[config.mk]
export PLATFORM = sky130hd
export DESIGN_NAME = bch_stage_sequencer
export DESIGN_NICKNAME = d
export VERILOG_FILES = /design/src/rtl/bch_pkg.sv /design/src/rtl/bch_seq_watchdog.sv /design/src/rtl/bch_stage_sequencer.sv
export SDC_FILE = /design/constraint.sdc
export NUM_CORES = 1
export LEC_CHECK = 0
export BUFFER_PORTS_ARGS = -buffer_cell sky130_fd_sc_hd__buf_2
export CAP_MARGIN = 20
export CORE_UTILIZATION = 23
export DETAILED_ROUTE_END_ITERATION = 12
export SYNTH_ARGS = -nofsm -noshare
export SYNTH_HDL_FRONTEND = slang
export SYNTH_HIERARCHICAL = 1
export SYNTH_SLANG_ARGS = --single-unit
[constraint.sdc]
create_clock -name clk -period 2.2 [get_ports clk]
set_input_delay 0.22 -clock clk [delete_from_list [all_inputs] [get_ports clk]]
set_output_delay 0.22 -clock clk [all_outputs]
set_load 0.02 [all_outputs]
[src/rtl/bch_pkg.sv]
// Shared types and helpers for the BCH test-chain sequencer.
package bch_pkg;

   typedef enum logic [2:0] {
      StIdle     = 3'd0,
      StEncode   = 3'd1,
      StNoise    = 3'd2,
      StErrgen   = 3'd3,
      StDecode   = 3'd4,
      StFinished = 3'd5,
      StFault    = 3'd6
   } seq_state_t;

   localparam logic [3:0] STAGE_ENC   = 4'b0001;
   localparam logic [3:0] STAGE_NOISE = 4'b0010;
   localparam logic [3:0] STAGE_ERR   = 4'b0100;
   localparam logic [3:0] STAGE_DEC   = 4'b1000;

   localparam int unsigned CODE_LEN = 14;

   // First enabled stage strictly after cur in chain order; StIdle means "from the top".
   function automatic seq_state_t next_stage(input logic [3:0] mask, input seq_state_t cur);
      seq_state_t nxt;
      nxt = StFinished;
      for (int i = 3; i >= 0; i--) begin
         if (mask[i] && ((i + 1) > int'(cur))) nxt = seq_state_t'(3'(i + 1));
      end
      return nxt;
   endfunction

   function automatic logic [3:0] stage_mask(input seq_state_t s);
      logic [3:0] m;
      m = 4'b0000;
      case (s)
         StEncode: m = STAGE_ENC;
         StNoise:  m = STAGE_NOISE;
         StErrgen: m = STAGE_ERR;
         StDecode: m = STAGE_DEC;
         default:  m = 4'b0000;
      endcase
      return m;
   endfunction

endpackage

[src/rtl/bch_seq_watchdog.sv]
// Per-stage cycle counter; expired flags the last cycle a stage may wait for its done.
module bch_seq_watchdog #(
   parameter int unsigned W = 16
) (
   input  logic clk,
   input  logic rstn,
   input  logic run,
   input  logic restart,
   output logic expired
);

   localparam logic [W-1:0] LAST = {{(W-1){1'b1}}, 1'b0};

   logic [W-1:0] cnt_q;

   // The restart cycle counts as cycle 0, so the register holds k during cycle k afterwards.
   always_ff @(posedge clk or negedge rstn) begin
      if (!rstn) begin
         cnt_q <= '0;
      end else if (!run) begin
         cnt_q <= '0;
      end else if (restart) begin
         cnt_q <= W'(1);
      end else begin
         cnt_q <= cnt_q + W'(1);
      end
   end

   assign expired = run && !restart && (cnt_q == LAST);

endmodule

[src/rtl/bch_stage_sequencer.sv]
// Run-level start/done sequencer for encode -> noise -> error injection -> decode.
// Optional per-stage watchdog with FAULT state when BCH_SEQ_TIMEOUT_EN is defined.
module bch_stage_sequencer
   import bch_pkg::*;
#(
   parameter int unsigned MAX_ERRORS = 4,
   parameter int unsigned TIMEOUT_W  = 16
) (
   input  logic       clk,
   input  logic       rstn,
   input  logic       start,
   input  logic       abort,
   input  logic       cfg_enc_en,
   input  logic       cfg_noise_en,
   input  logic       cfg_err_en,
   input  logic [7:0] cfg_num_err,
   output logic       enc_start,
   output logic       noise_start,
   output logic       err_start,
   output logic       dec_start,
   input  logic       enc_done,
   input  logic       noise_done,
   input  logic       err_done,
   input  logic       dec_done,
   output logic [2:0] err_count,
   output logic       busy,
   output logic       run_done,
   output logic       fault,
   output logic [2:0] state_o
);

   seq_state_t state_q;
   seq_state_t start_next;
   seq_state_t adv_next;
   logic [3:0] mask_q;
   logic [3:0] pulse_q;
   logic [3:0] start_mask;
   logic [3:0] done_vec;
   logic [2:0] err_count_q;
   logic [2:0] num_clamped;
   logic       busy_q;
   logic       run_done_q;
   logic       in_stage;
   logic       first_cycle;
   logic       stage_done;

   always_comb begin
      // Decode rides on the encode enable; zero requested errors skips injection.
      start_mask  = {cfg_enc_en, cfg_err_en && (cfg_num_err != 8'd0), cfg_noise_en, cfg_enc_en};
      start_next  = next_stage(start_mask, StIdle);
      adv_next    = next_stage(mask_q, state_q);
      done_vec    = {dec_done, err_done, noise_done, enc_done};
      in_stage    = (stage_mask(state_q) != 4'b0000);
      first_cycle = |pulse_q;
      stage_done  = in_stage && !first_cycle && |(done_vec & stage_mask(state_q));
      num_clamped = (32'(cfg_num_err) > MAX_ERRORS) ? 3'(MAX_ERRORS) : cfg_num_err[2:0];
   end

`ifdef BCH_SEQ_TIMEOUT_EN
   logic       wd_expired;
   logic       fault_q;
   seq_state_t fault_stage_q;

   bch_seq_watchdog #(
      .W(TIMEOUT_W)
   ) u_watchdog (
      .clk     (clk),
      .rstn    (rstn),
      .run     (in_stage),
      .restart (first_cycle),
      .expired (wd_expired)
   );

   assign fault = fault_q;
`else
   assign fault = 1'b0;
`endif

   always_ff @(posedge clk or negedge rstn) begin
      if (!rstn) begin
         state_q     <= StIdle;
         pulse_q     <= 4'b0000;
         mask_q      <= 4'b0000;
         err_count_q <= 3'd0;
         busy_q      <= 1'b0;
         run_done_q  <= 1'b0;
`ifdef BCH_SEQ_TIMEOUT_EN
         fault_q       <= 1'b0;
         fault_stage_q <= StIdle;
`endif
      end else begin
         pulse_q <= 4'b0000;
         if (abort) begin
            state_q    <= StIdle;
            busy_q     <= 1'b0;
            run_done_q <= 1'b0;
`ifdef BCH_SEQ_TIMEOUT_EN
            fault_q    <= 1'b0;
`endif
         end else begin
            case (state_q)
               StIdle, StFinished, StFault: begin
                  if (start) begin
                     mask_q      <= start_mask;
                     err_count_q <= num_clamped;
                     state_q     <= start_next;
                     pulse_q     <= stage_mask(start_next);
                     busy_q      <= (start_next != StFinished);
                     run_done_q  <= (start_next == StFinished);
`ifdef BCH_SEQ_TIMEOUT_EN
                     fault_q     <= 1'b0;
`endif
                  end
               end
               StEncode, StNoise, StErrgen, StDecode: begin
                  if (stage_done) begin
                     state_q    <= adv_next;
                     pulse_q    <= stage_mask(adv_next);
                     busy_q     <= (adv_next != StFinished);
                     run_done_q <= (adv_next == StFinished);
                  end
`ifdef BCH_SEQ_TIMEOUT_EN
                  else if (wd_expired) begin
                     state_q       <= StFault;
                     busy_q        <= 1'b0;
                     fault_q       <= 1'b1;
                     fault_stage_q <= state_q;
                  end
`endif
               end
               default: begin
                  state_q <= StIdle;
                  busy_q  <= 1'b0;
               end
            endcase
         end
      end
   end

   assign enc_start   = pulse_q[0];
   assign noise_start = pulse_q[1];
   assign err_start   = pulse_q[2];
   assign dec_start   = pulse_q[3];
   assign err_count   = err_count_q;
   assign busy        = busy_q;
   assign run_done    = run_done_q;
   assign state_o     = state_q;

endmodule

Word-level counts from Yosys, hierarchy flattened
Cells that the tools add are included.

word-level totals
  flip-flop bits (word level) = 16
  logic and storage cells = 79
  input port bits = 19
  output and inout bits = 13

cells by class
  muxes and demuxes = 27
  bitwise gates (word level) = 2
  equal/unequal tests = 20
  reductions and logical operators = 19
  magnitude comparators = 5

operators by type and width
  operator            count
  $pmux 4 s4          3
  $mux 3              10
  $eq 3x3->1 const B  7
  $eq 3x2->1 const B  6
  $mux 4              3
  $ne 3x3->1 const B  4
  $reduce_or 4->1     3
  $eq 3x1->1 const B  3
  $gt 8x3->1 const B  1
  $pmux 4 s2          1
  $reduce_bool 8->1   1
  $logic_and 1x1->1   7
  $mux 1              7
  $gt 2x3->1 const A  2
  $pmux 3 s2          1
  $reduce_and 3->1    2
  $and 4x4->4         1
  $pmux 1 s2          2
  $reduce_bool 4->1   1
  $gt 1x3->1 const A  1
  $gt 3x3->1 const A  1
  $logic_not 3->1     1
  $reduce_bool 3->1   1
  $reduce_or 3->1     1
  other kinds (3)     3

Depth between registers and ports, before layout
  depth in word-level cells = 11
  gate-level depth with buffers = 7
  mapped depth without buffers = 5

Worst setup path before layout
No wires, ideal clock.

  kind = flip-flop to flip-flop
  start point = register state_q[1] (netlist: state_o[1])
  end point = register run_done_q (netlist: run_done)
  data required time = 2080 ps
  data arrival time = 1854 ps
  library setup time = 120 ps
  cell stages (with the launch flop) = 7
  buffers on the path = 1
  clock period less this slack = 1974 ps
  slack = 226 ps
  cell sequence = dfrtp_1 -> buf_2 -> or3_1 -> and2_1 -> a221oi_4 -> a21oi_1 -> a31o_2

on the way
  longest elaborated chain between the ends = 10
  elaborated cells between the ends (all ways) = 35
  classes of those cells = 4 x order compare; 9 x eq/ne; 8 x mux; 1 x bitwise; 13 x reduce/logical

ends and longest elaborated chain
  what                    RTL line                    text
  from (decl)             bch_stage_sequencer.sv:32   seq_state_t state_q;
  from (signal assigned)  bch_stage_sequencer.sv:81   state_q <= StIdle;
  from (signal assigned)  bch_stage_sequencer.sv:94   state_q <= StIdle;
  from (signal assigned)  bch_stage_sequencer.sv:106  state_q <= start_next;
  $gt 3x3->1              bch_pkg.sv:26               if (mask[i] && ((i + 1) > int'(cur))) nxt = seq_state_t'(3'(i + 1));
  $logic_and 1x1->1       bch_pkg.sv:26
  $mux 1                  bch_pkg.sv:26
  $mux 3 (3 in series)    bch_pkg.sv:26
  $eq 3x3->1              bch_stage_sequencer.sv:120  run_done_q <= (adv_next == StFinished);
  $mux 1                  bch_stage_sequencer.sv:116  if (stage_done) begin
  $pmux 1 s2              bch_stage_sequencer.sv:101  case (state_q)
  $mux 1                  bch_stage_sequencer.sv:93   if (abort) begin
  to (signal assigned)    bch_stage_sequencer.sv:109  run_done_q <= (start_next == StFinished);
  to (signal assigned)    bch_stage_sequencer.sv:120
  to (decl)               bch_stage_sequencer.sv:42   logic run_done_q;

Several ways; a longest one is shown, not always the timed one. The select of a mux whose other input is x is not followed.
A chain may end at the register's enable or synchronous reset.

Worst setup path in the final report
  start point = register state_q[2] (netlist: state_o[2])
  end point = register run_done_q (netlist: run_done)

The elaborated chain is that of the path after synthesis.

==> reports/results.txt <==
outcome = finished clean
Psw = 607.0 uW
CTS HTree Levels = 1
distinct cell type count after synthesis = 46
antenna violations before repair = 0
VDD IR max = 0.4643 mV
CTS buffer count = 3
maximum clock rate = 492.5 MHz
register area = 376.6 um^2
syn_area_per_cell = 9.487 um^2
Routed Antenna Nets = 0
row cnt = 23
Comb power frac = 0.534
Hold Crit Class = primary input to register
Die X = 67.18 um
drt pass-1 iters = 4
Worst Path Arrival = 2170 ps
GRT Util Overall = 0.1219
Hold Path Stages = 2
worst relative slew slack = 0.5714
# clock sinks = 15
DP HPWL = 1.932 mm
clock power share = 0.154
CP peak stage delay = 510 ps
CP max FO = 10
PortBufs = 30
ys async rst share = 1.000
Hold Fails Final Rpt = 0
Worst path slowest cell = dfrtp_1
via density per instance = 4.968
vias in the first global route = 929
Syn-to-layout area delta = 29.83%
crit path launch type = register
Post-Syn Nets = 122
Non-Filler Instances = 188
I/O pins = 32
Synth warnings = 6
drt drc = 0
pin count of the biggest net entering global routing = 16
met1 wire length = 1.076 mm
Setup TNS = 0 ps
Final WS setup = 169.4 ps
global-route wire length before repair = 4.140 mm
root buffer cell = clkbuf_8
DP Worst Slack = 134.2 ps
met2 WL post-DR = 1.142 mm
RSZ-0062 raised after global routing = false
WL met3 = 151 um
Placer Congestion = 0.9515
Clk Latency, worst-skew pair = 240 ps
post-layout util = 0.3149
Starting Density = 0.2425
clk slew on worst S/H paths = 60 ps
nets = 158
primary flip-flop cell chosen by synthesis mapping = dfrtp_1
final wirelength = 2.429 mm
Slew Viols, Final = 0
EDFF count, synth = 0
CTS tree = yes
fin crit share = 0.9230
die height = 67.18 um
drt initial violations = 18
Synth Register Bits = 15
r2r worst-path depth = 6
Finish-stage setup viols = 0
Worst EP required = 2340 ps
layout cell share with drive strength beyond 1 = 0.3623
kind of critical path = register to register
die area = 4513 um^2
CP Cell Sequence = buf_4 > xor2_1 > o21ai_0 > a221oi_4 > a21oi_1 > a31o_2
Pwr Density = 1116 nW/um^2
post-synthesis sequential area ratio = 0.3841
Top Metal Used = met4
# diodes = 0
Sw Ratio = 0.4289
Sequential Power Share = 0.312
Setup Fix Bufs, Post-CTS = 0
Final Skew = 2.539 ps
total core area = 4029 um^2
fill count = 433
Final min period = 2031 ps
maxcap violations = 0
cells after synthesis = 103
drt wl/cell = 12.92 um
Static Leak = 0.0005793 uW
Remaining Overflow, GRT = 0
Synth Cell Area = 977.2 um^2
Tightest Pin Transition = 639.0 ps
Int Pwr = 808.4 uW
Longest Clk Path Bufs = 2
Vias = 934
Pwr Total = 1415 uW
Setup crit end kind = register
Multi-input gate area = 553.0 um^2
Placed Cells = 183
==> final timing paths <==
path	startpoint	to	slack (ps)
min in group asynchronous	rstn	busy	410
max in group asynchronous	rstn	state_o[1]	1510
setup reg to reg	state_o[2]	run_done	170
hold / removal	cfg_num_err[1]	err_count[1]	230
hold reg to reg	err_count[2]	err_count[2]	560
setup / recovery	state_o[2]	run_done	170
==> area by class of cell <==
cell class                      instances  share of cell area
Clock buffer                            4             0.03550
Inverter                                7             0.02071
Multi-Input combinational cell         75              0.4359
Sequential cell                        15              0.2968
Tap cell                               50             0.04931
Timing Repair Buffer                   37              0.1617
==> registers in the layout, summed over array words and instances, names as in the netlist <==
name and cells:
run_done 1, state_o 3, pulse_q 4, busy 1
mask_q 3, err_count 3
==> synthesized netlist by cell type, drive strengths merged, types with 2 or more instances <==
cell type | count | area (um^2)
a211oi | 4 | 30.03
o32ai | 2 | 17.52
mux2 | 3 | 33.78
buf | 5 | 26.27
o21ai | 3 | 15.01
o21a | 2 | 15.01
dfrtp | 15 | 375.4
nand2 | 2 | 7.510
and3 | 2 | 12.51
inv | 7 | 26.28
o31ai | 3 | 22.52
nor3b | 2 | 15.01
nor2b | 5 | 31.28
nor4bb | 2 | 20.02
nand3 | 2 | 10.01
a31o | 3 | 26.28
nor3 | 2 | 15.01
o21bai | 2 | 15.01
a21oi | 3 | 15.01
nor2 | 8 | 30.03
a21boi | 2 | 15.02
and2 | 2 | 12.51
or4 | 4 | 33.78
==> per-stage QoR <==
step / instance area (um^2) / hold slack, ps
after detailed placement: 1205 / 150.6
after floorplan: 977.2 / -75.59
after CTS: 1260 / 222.1
after global routing: 1269 / 234.1
final: 1269 / 226.5
after global placement: 1205 / 137.4
==> worst max-delay path: cells and delay by family (launching register included) <==
kind	cells	cell delay, ps
compound gates	4	990
xor+xnor	1	180
buf+inv	1	230
flops	1	510
==> metal layers <==
layer  vias up  track usage
met4         0      0.07979
met3         6      0.01520
met1       433       0.1594
met2        35       0.1875
met5         -            0
li1        460            -
==> layout by cell type, fill, tap and decap left out, types with 2 or more instances in the layout <==
| master | n |
|---|---|
| a211oi_1 | 4 |
| a21oi_1 | 3 |
| a31o_2 | 3 |
| and2_1 | 2 |
| and3_1 | 2 |
| buf_2 | 30 |
| buf_4 | 6 |
| clkbuf_8 | 3 |
| dfrtp_1 | 14 |
| inv_1 | 7 |
| mux2_2 | 3 |
| nand2_1 | 2 |
| nand3_1 | 2 |
| nor2_1 | 8 |
| nor2b_1 | 5 |
| nor3b_1 | 2 |
| nor4bb_1 | 2 |
| o21a_1 | 2 |
| o21ai_0 | 3 |
| o21bai_1 | 2 |
| o31ai_1 | 3 |
| o32ai_1 | 2 |
| or4_1 | 3 |
==> power by group through the flow <==
| stage | Combinational, uW | Clock, uW | Sequential (uW) |
|---|---|---|---|
| global placement | 745 | 0 | 437 |
| detailed placement | 743 | 0 | 442 |
| global route | 837 | 239 | 455 |
| finish | 756 | 218 | 441 |
| CTS | 748 | 226 | 437 |
| floorplan | 515 | 0 | 451 |
==> cells by family after synthesis <==
family	Yosys count	share of synthesized area
other cells	1	0.003838
compound gates	33	0.2676
xor+xnor	1	0.008965
mux	4	0.04481
simple gates	36	0.2330
buf+inv	13	0.05761
flops	15	0.3841
==> timing repair <==
item / CTS / global route
gates resized for setup: 0 / 3
endpoints found under the hold margin: 15 / 0
setup endpoints to repair: 0 / 2
hold buffers: 1 / 0
Note: power is estimated with default switching activity, not from simulation.
